==> src/rtl/txn_slave_responder.sv <==
`timescale 1ns/1ps
// Responder end of the transactor request/response link: one request in flight, fixed wait states, local word store.
// Optional feature: define TXN_SLV_ERR_EN to flag out-of-range accesses on rsp_err (tied 0 otherwise).
module txn_slave_responder #(
    parameter int DATA_W   = 32,
    parameter int ADDR_W   = 4,
    parameter int DEPTH    = 16,
    parameter int WAIT_CYC = 2
) (
    input  logic              clk,
    input  logic              rst_n,
    input  logic              req_valid,
    output logic              req_ready,
    input  logic              req_we,
    input  logic [ADDR_W-1:0] req_addr,
    input  logic [DATA_W-1:0] req_wdata,
    output logic              rsp_valid,
    input  logic              rsp_ready,
    output logic [DATA_W-1:0] rsp_rdata,
    output logic              rsp_err
);

    localparam int              IDX_W     = (DEPTH > 1) ? $clog2(DEPTH) : 1;
    localparam logic [7:0]      WAIT_LD   = 8'(WAIT_CYC);
    localparam logic [ADDR_W:0] DEPTH_LIM = (ADDR_W + 1)'(DEPTH);

    typedef enum logic [1:0] {
        IDLE,
        WAIT,
        RESP
    } state_t;

    state_t            state;
    logic [7:0]        wait_cnt;
    logic              hold_we;
    logic [ADDR_W-1:0] hold_addr;
    logic [DATA_W-1:0] hold_wdata;
    logic [DATA_W-1:0] mem [DEPTH];

    logic              in_range;
    logic [IDX_W-1:0]  idx;

    assign in_range = ({1'b0, hold_addr} < DEPTH_LIM);
    assign idx      = hold_addr[IDX_W-1:0];

    // The counter runs WAIT_CYC down to zero; the zero-count cycle is the one whose
    // closing edge performs the storage access and raises rsp_valid.
    always_ff @(posedge clk) begin
        if (!rst_n) begin
            state      <= IDLE;
            req_ready  <= 1'b1;
            rsp_valid  <= 1'b0;
            rsp_rdata  <= '0;
            rsp_err    <= 1'b0;
            wait_cnt   <= '0;
            hold_we    <= 1'b0;
            hold_addr  <= '0;
            hold_wdata <= '0;
            for (int i = 0; i < DEPTH; i++) begin
                mem[i] <= '0;
            end
        end else begin
            case (state)
                IDLE: begin
                    if (req_valid && req_ready) begin
                        hold_we    <= req_we;
                        hold_addr  <= req_addr;
                        hold_wdata <= req_wdata;
                        wait_cnt   <= WAIT_LD;
                        req_ready  <= 1'b0;
                        state      <= WAIT;
                    end
                end
                WAIT: begin
                    if (wait_cnt == 8'd0) begin
                        if (in_range) begin
                            if (hold_we) begin
                                mem[idx]  <= hold_wdata;
                                rsp_rdata <= hold_wdata;
                            end else begin
                                rsp_rdata <= mem[idx];
                            end
                        end else begin
                            rsp_rdata <= '0;
                        end
`ifdef TXN_SLV_ERR_EN
                        rsp_err <= !in_range;
`else
                        rsp_err <= 1'b0;
`endif
                        rsp_valid <= 1'b1;
                        state     <= RESP;
                    end else begin
                        wait_cnt <= wait_cnt - 8'd1;
                    end
                end
                RESP: begin
                    // rsp_rdata deliberately keeps its value after the handshake
                    if (rsp_ready) begin
                        rsp_valid <= 1'b0;
                        req_ready <= 1'b1;
                        state     <= IDLE;
                    end
                end
                default: begin
                    state     <= IDLE;
                    req_ready <= 1'b1;
                    rsp_valid <= 1'b0;
                end
            endcase
        end
    end

endmodule
==> config.mk <==
export PLATFORM = sky130hd
export DESIGN_NAME = txn_slave_responder
export DESIGN_NICKNAME = d
export VERILOG_FILES = /design/src/rtl/txn_slave_responder.sv
export SDC_FILE = /design/constraint.sdc
export NUM_CORES = 1
export LEC_CHECK = 0
export CAP_MARGIN = 20
export CORE_ASPECT_RATIO = 0.7
export CORE_MARGIN = 2
export CORE_UTILIZATION = 60
export DETAILED_ROUTE_END_ITERATION = 8
export PLACE_DENSITY = 0.82
export SLEW_MARGIN = 20
export SYNTH_ARGS = -nofsm -noshare
export SYNTH_HDL_FRONTEND = slang
export SYNTH_SLANG_ARGS = --single-unit
==> constraint.sdc <==
create_clock -name clk -period 6.8 [get_ports clk]
set_clock_uncertainty 0.15 [all_clocks]
set_input_delay 1.7 -clock clk [delete_from_list [all_inputs] [get_ports clk]]
set_output_delay 1.7 -clock clk [all_outputs]
set_load 0.01 [all_outputs]
Yosys cells after proc, flatten, opt, wreduce, memory -nomap -nowiden
Memories as Yosys holds them, arrays and structs flattened. A register that Yosys moved wholly into a read port is not among the register bits. Index checks and enable logic that the tools add are counted.

Word-level logic and storage cells: 51. Input bits: 41. Memories: 1. Bits in writable memories: 512. Bits in registers: 49.

Multiplexer cells: 22. Bitwise logic cells: 2. Eq/ne operators: 6. $add $sub $neg: 1. Reductions and logical operators: 12.

Memories: mem (depth 16, bits a word 32, rd ports 1, clocked after Yosys merged registers in 1, write ports 16, RTL line 38) `logic [DATA_W-1:0] mem [DEPTH];`.

Operators by type and width (number): 32-bit 2-to-1 mux (1); 32-bit OR reduction (1); 8-bit 2-to-1 mux (2); 8-bit one-hot mux with 2 select lines (1); 3-bit AND reduction (4); 1-bit 2-to-1 mux (11); 8-bit logical NOT (1); 2-bit inequality test, second input constant (4); 8-bit by 1-bit subtractor with 8-bit output, second input constant (1); 2-bit 2-to-1 mux (3); 1-bit one-hot mux with 3 select lines (2); 2-bit one-hot mux with 3 select lines (1); 4-bit 2-to-1 mux (1); 2-bit AND reduction (2); 2-bit by 1-bit == test with 1-bit output, second input constant (1); 2-bit == test, second input constant (1); 2-bit logical NOT (1); 1-bit NOT (2); 2-bit nonzero test (1); 1-bit logical AND (1); 1-bit logical NOT (1).

Depth between registers and ports, before layout
Gate-level depths: netlist (run 1).

Word-level depth: 7. Depth in mapped cells: 9. Mapped depth without buffers: 7.

Least setup slack after synthesis (run 1)
OpenSTA, ideal clock, no wires.

Path type: input-to-reg. Start: input port rst_n. End: memory mem[1][0], enable pin. Stages on the path: 6. Arrival time: 5.032 ns. Data required time: 6.184 ns. Slack: 1.152 ns. Path buffers: 3. Cells stage by stage: clkbuf_1 -> nand4_2 -> or3_1 -> buf_2 -> buf_2 -> o21ai_0.

RTL lines: start, declared (RTL line 11) `input logic rst_n,`; end, declared (RTL line 38).

==> impl_metrics.json, run 1 <==
{
  "status": "finished clean",
  "port_buffers": 74,
  "critPathKind": "input pin to flop",
  "cts_buffers": 55,
  "worstPathRequired_ps": 6900,
  "core_area_mm2": 0.04257,
  "area_growth_pct": 12.23,
  "synth_seq_cells": 593,
  "n_fill_cell": 2730,
  "drt_iter0_markers": 2588,
  "crit_path_end_kind": "flop",
  "syn_area_mm2": 0.02601,
  "cts.sinks": 593,
  "synth_ff_type": "edfxtp_1",
  "hp-class": "flop to flop",
  "detailed_place_hpwl_um": 39830,
  "via_per_inst": 6.593,
  "drive_above_1_share": 0.1893,
  "cts_root_buf": "clkbuf_16",
  "final_hold_viol_count": 0,
  "synth_fp_nets": 1946,
  "p_total_mw": 9.103,
  "slew_headroom": 0.2737,
  "grt_max_degree": 85,
  "tightest_slew_ps": 1089,
  "ys_types": 47,
  "synth-xor-area-share": 0.001683,
  "use_met3": 0.06946,
  "avgSynthCellArea_um2": 13.67,
  "period_share": 0.7108,
  "synthMuxAreaShare": 0.1231,
  "routedWlPerCell_um": 27.07,
  "nets": 1972,
  "die_area_mm2": 0.04507,
  "postPlaceCellArea_mm2": 0.02719,
  "synth-compound-area-share": 0.04766,
  "htreeDepth": 2,
  "grtUsageTotal": 0.3128,
  "use_met1": 0.4410,
  "synth_common_cells": "512 x edfxtp_1, 440 x nor2_1, 208 x nand2_1",
  "initial_utilization": 0.6112,
  "synthAdderAreaFrac": 0.0009619,
  "cts_repair_resize_count": 0,
  "min_period_ps": 4833,
  "ant_nets": 0,
  "yosysTopAreaCell": "edfxtp_1",
  "drv_cap": 0,
  "die_x_um": 252.9,
  "rsz0062_at_grt": "false",
  "die_h_um": 178.2,
  "routabilityCongestion": 0.8306,
  "yosysMostFrequentCell": "edfxtp_1",
  "gr-total-overflow": 0,
  "stdcell_area_mm2": 0.02920,
  "antennaDiodeCount": 0,
  "drc": 0,
  "ir_drop_v": 0.0002157,
  "synth_top_family_by_area": "simple AND/OR/NAND/NOR gates",
  "antenna_found_initial": 1,
  "synth.top_cells.by_area": "edfxtp_1 59%, mux4_2 11%, nor2_1 6.3%",
  "wl_um": 68440,
  "synthSimpleGateAreaFrac": 0.1409,
  "synth-edff-count": 512,
  "power.density_mw_per_mm2": 311.8,
  "top_usage_layer": "met2",
  "post-cts-setup-buffers": 0,
  "critPathLaunchType": "input pin",
  "synth_top_area_share": 0.5910,
  "synthCells": 1903,
  "cts_tree": "built",
  "fin_tns_setup_ps": 0,
  "slew_viol_final": 0,
  "crit_fanout": 49,
  "crit_arrival_ps": 4940,
  "via_count": 16670,
  "clk_pin_slew_ps": 60,
  "grt_pass1_vias": 16740,
  "seq_area_frac_synth": 0.6533,
  "p_leak_nw": 9.376,
  "holdBufCountCts": 0,
  "synth_warnings": 0,
  "drtPass1Iterations": 6,
  "clk_latency_ps": 600,
  "ios": 76,
  "finalSetupViolCount": 0,
  "stdcell_count": 2528,
  "async_reset_ff_frac": 0,
  "max_freq_mhz": 206.9,
  "met2_usage": 0.4864,
  "placed_cells": 2423,
  "grt_first_pass_wirelength_um": 103100,
  "rows": 63,
  "cts.path.max_buffers": 3
}
==> power breakdown <==
group	total (mW)	leakage, nW	switching (mW)	internal [mW]
clock network	3.38	0.964	1.39	1.99
logic	1.37	2.47	0.820	0.547
registers	4.36	5.95	0.215	4.14
total	9.10	9.38	2.43	6.68
==> placed cells by master (no fill, tap or decap), types with 2 or more instances in the layout <==
master and instances:
a2111oi_0 31, a211oi_1 32, a21boi_0 37, a21o_1 31, a21oi_1 6, and2_1 3, and3_1 2, buf_4 39
bufinv_16 11, clkbuf_1 9, clkbuf_16 56, clkbuf_8 5, clkdlybuf4s50_1 73, clkinv_1 5, clkinv_2 11, clkinvlp_4 3
dfxtp_1 78, dfxtp_4 3, edfxtp_1 512, ha_1 2, inv_1 6, inv_6 2, mux2i_1 32, mux4_2 128
nand2_1 208, nand2b_1 2, nand3_1 2, nand3_4 2, nor2_1 439, nor2_2 60, nor2_4 21, nor2b_1 65
nor3_1 4, nor3b_4 2, o211ai_1 2, o21ai_0 7, o21ai_4 16, or3_4 2, xor2_1 5
==> path summary, 6_finish.rpt <==
check	start	end	slack [ps]	depth (start not counted)
worst max-delay path	rst_n	mem[8][13]$_SDFFCE_PN0P_	1970	6
worst min-delay path	rsp_rdata[27]$_SDFFE_PN0P_	rsp_rdata[27]$_SDFFE_PN0P_	300	1
worst max register to register	wait_cnt[0]$_SDFFE_PN0P_	mem[8][13]$_SDFFCE_PN0P_	2000	8
worst min register to register	rsp_rdata[27]$_SDFFE_PN0P_	rsp_rdata[27]$_SDFFE_PN0P_	300	1
==> flip-flops by register name, summed over array words and instances (netlist names) <==
signal and cells:
hold_addr 4, hold_wdata 32, hold_we 1, mem 512, req_ready 1, rsp_rdata 32, rsp_valid 1, state 2
wait_cnt 8
==> through the flow <==
stage	worst slack (ps)	util	hold WS, ps
floorplan	1152	-	313.3
finish	1967	0.6859	301.1
detailed placement	1485	0.6388	292.5
global placement	1551	0.6388	286.3
CTS	2107	0.6851	307.4
global route	1837	0.6859	321.2
==> cell type report <==
type,count,area (µm²),share of cell area
Clock buffer,70,1504,0.05151
Clock inverter,34,469.2,0.01607
Inverter,6,22.52,0.0007714
Multi-Input combinational cell,1159,8441,0.2891
Sequential cell,593,17010,0.5825
Tap cell,552,690.7,0.02366
Timing Repair Buffer,114,1062,0.03638
==> per-layer routing <==
metal  part of all wire  wire, µm
met2               0.46     31780
met4              0.034      2347
met3               0.14      9845
met5            0.00018        12
met1               0.36     24450
==> kinds of logic after synthesis <==
group | count (synthesis)
and+or+nand+nor | 822
DFF | 593
AOI/OAI and AO/OA | 169
muxes | 160
buffers and inverters | 151
xor gates and xnor gates | 5
adders and majority gates | 2
other | 1
==> worst max-delay path, cell delays in order <==
cell     delay [ps]
buf_4           100
nand4_2         530
inv_1           430
nand3_4         570
o21ai_4        1080
buf_4           510
(Power assumes the default switching activity.)
==> run 2: changes to the inputs <==
==> constraint.sdc (replaced) <==
create_clock -name clk -period 4.9 [get_ports clk]
set_clock_uncertainty 0.15 [all_clocks]
set_input_delay 1.225 -clock clk [delete_from_list [all_inputs] [get_ports clk]]
set_output_delay 1.225 -clock clk [all_outputs]
set_load 0.01 [all_outputs]
==> run 2 against run 1 <==
Register-to-register slack worse by 950 ps. Highest routed layer is now met4. Critical path depth grew 2. First-iteration DRC count decreased by 3.3%. Clock-buffer cell count rose by 3. Critical endpoint is now mem[9][2]$_SDFFCE_PN0P_. Via count rose by 0.18%. Hold slack improved by 2.7 ps. Routed wire length increased by 2.1%. Largest cell class unchanged. Sequential share of layout area hardly changed.
==> impl_metrics.json, run 2 (same netlist as run 1, synthesis figures left out) <==
{
  "wl_um": 69870,
  "routabilityCongestion": 0.8533,
  "critPathKind": "flop to flop",
  "most-common-layout-cells": "512 x edfxtp_1, 439 x nor2_1, 208 x nand2_1",
  "grt_pass1_vias": 16960,
  "largest_register_ffs": 512,
  "die_h_um": 178.2,
  "clk_pin_slew_ps": 70,
  "stdcell_count": 2543,
  "antennaDiodeCount": 0,
  "ant_nets": 0,
  "antenna_found_initial": 0,
  "grt_first_pass_wirelength_um": 103800,
  "tightest_slew_ps": 1175,
  "holdBufCountCts": 0,
  "drive_above_1_share": 0.1959,
  "drc": 0,
  "via_count": 16700,
  "reg_top3": "mem (512), hold_wdata (32), rsp_rdata (32)",
  "cts_tree": "built",
  "die_x_um": 252.9,
  "r2r-start": "wait_cnt[0]$_SDFFE_PN0P_",
  "nets": 1989,
  "drtPass1Iterations": 7,
  "internal_power_mw": 8.849,
  "critPathLaunchType": "flop",
  "crit_path_end_kind": "flop",
  "comb_power_share": 0.157,
  "port_buffers": 74,
  "min_to": "rsp_rdata[22]$_SDFFE_PN0P_",
  "mostFrequentLayoutCell": "edfxtp_1",
  "drv_cap": 0,
  "ir_drop_v": 0.0003156,
  "holdCritStartpoint": "rsp_rdata[22]$_SDFFE_PN0P_",
  "final_util": 0.6861,
  "clk_latency_ps": 590,
  "crit_fanout": 27,
  "gr-total-overflow": 0,
  "die_area_mm2": 0.04507,
  "period_share": 0.7858,
  "routedWlPerCell_um": 27.48,
  "detailed_place_hpwl_um": 40670,
  "rows": 63,
  "p_leak_nw": 9.389,
  "top_register": "mem",
  "finalSetupViolCount": 0,
  "cts_repair_resize_count": 0,
  "power.density_mw_per_mm2": 416.5,
  "p_clk_frac": 0.344,
  "p_total_mw": 12.16,
  "ios": 76,
  "power_frac_seq": 0.498,
  "setup_slack_ps": 1050,
  "cts.path.max_buffers": 3,
  "core_area_mm2": 0.04257,
  "status": "finished clean",
  "cts_root_buf": "clkbuf_16",
  "place_ws_ps": 819.4,
  "hp-class": "flop to flop",
  "cts.sinks": 593,
  "htreeDepth": 2,
  "r2r_end": "mem[9][2]$_SDFFCE_PN0P_",
  "final_hold_viol_count": 0,
  "min_period_ps": 3850,
  "cts_buffers": 53,
  "post-cts-setup-buffers": 0,
  "crit_arrival_ps": 3970,
  "drt_iter0_markers": 2502,
  "rr_worst_depth": 8,
  "rsz0062_at_grt": "false",
  "r2r_setup_slack_ps": 1050,
  "holdPathStages": 1,
  "placed_cells": 2443,
  "grtUsageTotal": 0.3178,
  "max_freq_mhz": 259.7,
  "switching_share": 0.2725,
  "slew_viol_final": 0,
  "grt_max_degree": 101,
  "area_growth_pct": 12.26,
  "slew_headroom": 0.2164,
  "initial_utilization": 0.6112,
  "worstPathRequired_ps": 5020,
  "via_per_inst": 6.566,
  "switching_power_mw": 3.315
}
==> run 2: cell type report <==
cell class	instances	area, µm²
Sequential cell	593	17010
Clock inverter	27	231.5
Multi-Input combinational cell	1159	8443
Tap cell	552	690.7
Inverter	6	22.52
Fill cell	2764	13360
Clock buffer	73	1504
Timing Repair Buffer	133	1306
==> run 2: routing by layer <==
layer  share of wire  routed length (µm)  GRT usage
met5               0                   0          0
met4           0.043                2993     0.1287
met3            0.12                8099    0.05778
met2            0.48               33600     0.5256
met1            0.36               25180     0.4234
==> run 2: worst max path at each step <==
stage / startpoint / to / depth (start not counted)
floorplan: rst_n / mem[1][0]$_SDFFCE_PN0P_ / 6
global placement: rst_n / mem[13][22]$_SDFFCE_PN0P_ / 6
detailed placement: rst_n / mem[9][22]$_SDFFCE_PN0P_ / 6
CTS: wait_cnt[0]$_SDFFE_PN0P_ / mem[13][23]$_SDFFCE_PN0P_ / 8
global route: wait_cnt[0]$_SDFFE_PN0P_ / mem[9][25]$_SDFFCE_PN0P_ / 8
finish: wait_cnt[0]$_SDFFE_PN0P_ / mem[9][2]$_SDFFCE_PN0P_ / 8
==> run 2: critical path: stages (launching register included) <==
cell     delay [ps]
dfxtp_1         320
inv_1           140
ha_1            170
nor3b_2         360
nand4_2         490
inv_1           330
nand3_4         370
o21ai_4         780
buf_4           410
==> run 2: metrics by stage <==
step	area [µm²]	TNS [ps]	hold slack, ps
after floorplan	26020	-34930	313.3
after global placement	27470	0	285.3
after detailed placement	27470	0	291.0
after CTS	29200	0	306.7
after global routing	29210	0	318.8
final	29210	0	303.9
==> run 2: power groups by stage <==
stage,combinational (mW),clock (mW),sequential [mW]
final,1.91,4.19,6.06
after global routing,2.01,4.37,6.10
after floorplan,1.28,0,6.03
after global placement,1.82,0,6.14
after detailed placement,1.87,0,6.16
after CTS,1.89,4.19,6.06
==> run 3: changes to the inputs <==
==> constraint.sdc (replaced) <==
create_clock -name clk -period 3.6 [get_ports clk]
set_clock_uncertainty 0.15 [all_clocks]
set_input_delay 0.9 -clock clk [delete_from_list [all_inputs] [get_ports clk]]
set_output_delay 0.9 -clock clk [all_outputs]
set_load 0.01 [all_outputs]
==> run 3 against run 2 <==
Non-clock buffer count grew 10. Combinational power grew 41%. Setup slack worse by 700 ps. Global-route usage grew 0.78 points. Clock power is 50% higher. Total power increased by 42%. Critical endpoint is now mem[13][9]$_SDFFCE_PN0P_. Critical path depth grew 1. Sequential power grew 36%. Cell count up 0.39%. Sequential share of layout area down 0.67 points. Clock-buffer cell count is 7 lower. Critical path type unchanged. Hold slack got worse by 2.9 ps.
==> impl_metrics.json, run 3 (same netlist as run 1, synthesis figures left out) <==
{
  "via_per_inst": 6.554,
  "status": "finished clean",
  "use_met3": 0.07515,
  "grt_pass1_vias": 17080,
  "p_leak_nw": 9.544,
  "drive_above_1_share": 0.2015,
  "postPlaceCellArea_mm2": 0.02762,
  "place_ws_ps": 501.5,
  "antenna_found_initial": 1,
  "tightest_slew_ps": 1030,
  "routabilityCongestion": 0.8208,
  "rsz0062_at_grt": "false",
  "most-common-layout-cells": "512 x edfxtp_1, 439 x nor2_1, 208 x nand2_1",
  "die_area_mm2": 0.04507,
  "cts_tree": "built",
  "finalSetupViolCount": 0,
  "r2r-start": "wait_cnt[0]$_SDFFE_PN0P_",
  "drtPass1Iterations": 6,
  "final_hold_viol_count": 0,
  "slew_headroom": 0.3133,
  "r2r_end": "mem[13][9]$_SDFFCE_PN0P_",
  "detailed_place_hpwl_um": 41220,
  "critPathKind": "flop to flop",
  "grt_first_pass_wirelength_um": 106700,
  "setup_slack_ps": 347.4,
  "use_met1": 0.4568,
  "min_to": "rsp_rdata[28]$_SDFFE_PN0P_",
  "holdWs_ps": 301.0,
  "port_buffers": 74,
  "placed_cells": 2453,
  "stdcell_count": 2553,
  "drt_iter0_markers": 2312,
  "crit_arrival_ps": 3390,
  "top_register": "mem",
  "top_usage_layer": "met2",
  "worstPathRequired_ps": 3740,
  "p_total_mw": 17.22,
  "max_freq_mhz": 307.4,
  "clk_pin_slew_ps": 70,
  "routedWlPerCell_um": 27.70,
  "die_h_um": 178.2,
  "final_util": 0.6941,
  "htreeDepth": 2,
  "min_period_ps": 3253,
  "core_area_mm2": 0.04257,
  "cts_root_buf": "clkbuf_16",
  "rows": 63,
  "clk_latency_ps": 600,
  "period_share": 0.9035,
  "nets": 1999,
  "ant_nets": 0,
  "post-cts-setup-buffers": 0,
  "holdPathStages": 1,
  "crit_path_end_kind": "flop",
  "cts_buffers": 53,
  "holdCritStartpoint": "rsp_rdata[28]$_SDFFE_PN0P_",
  "ir_drop_v": 0.0004517,
  "drc": 0,
  "cts_repair_resize_count": 0,
  "largest_register_ffs": 512,
  "holdBufCountCts": 0,
  "cts.path.max_buffers": 3,
  "ios": 76,
  "area_growth_pct": 13.57,
  "r2r_setup_slack_ps": 350,
  "cts.sinks": 593,
  "grt_max_degree": 89,
  "slew_viol_final": 0,
  "critPathLaunchType": "flop",
  "initial_utilization": 0.6112,
  "crit_fanout": 8,
  "stdcell_area_mm2": 0.02955,
  "rr_worst_depth": 9,
  "gr-total-overflow": 0,
  "drv_cap": 0,
  "n_fill_cell": 2743,
  "grtUsageTotal": 0.3255,
  "power.density_mw_per_mm2": 582.9,
  "wl_um": 70720,
  "met2_usage": 0.5090,
  "fin_tns_setup_ps": 0,
  "hp-class": "flop to flop",
  "die_x_um": 252.9,
  "mostFrequentLayoutCell": "edfxtp_1",
  "via_count": 16730,
  "reg_top3": "mem (512), hold_wdata (32), rsp_rdata (32)"
}
==> run 3: cell count changes in the layout (fill, tap and decap cells not counted), moves of 2 or more <==
cell and delta:
buf_12 +6, buf_4 +4, bufinv_16 +8, clkbuf_1 -6, clkinv_2 -2
==> run 3: critical path: stages, from the launching register on <==
cell and delay (ps):
dfxtp_1 320, inv_1 150, ha_1 210, nor3b_2 450
nand4_2 270, buf_4 270, inv_1 170, nand3_4 190
o21ai_4 450, buf_4 300
==> run 3: metal layers <==
layer  up-vias  share of wire
met5         -              0
met4         0          0.033
met3       184           0.14
met2      1258           0.46
met1      8269           0.37
li1       7021              -
==> run 3: worst max-delay path by stage <==
stage | from | endpoint
floorplan | rst_n | mem[2][0]$_SDFFCE_PN0P_
global placement | rst_n | rsp_rdata[16]$_SDFFE_PN0P_
detailed placement | rst_n | mem[8][7]$_SDFFCE_PN0P_
CTS | wait_cnt[0]$_SDFFE_PN0P_ | mem[13][9]$_SDFFCE_PN0P_
global route | wait_cnt[0]$_SDFFE_PN0P_ | mem[13][9]$_SDFFCE_PN0P_
finish | wait_cnt[0]$_SDFFE_PN0P_ | mem[13][9]$_SDFFCE_PN0P_
==> run 3: layout make-up <==
class | count | area, µm² | area share
antenna | 1 | 2.502 | 0.00008470
clock buffer | 66 | 1468 | 0.04967
multi-input combinational | 1159 | 8438 | 0.2856
clock inverter | 33 | 460.4 | 0.01558
inverter | 6 | 22.52 | 0.0007623
sequential | 593 | 17010 | 0.5756
tap | 552 | 690.7 | 0.02338
timing repair buffer | 143 | 1456 | 0.04929
==> run 3: where the power goes <==
part / internal (mW) / switching, mW
clock network: 3.69 / 2.60
logic: 1.09 / 1.61
registers: 7.82 / 0.406
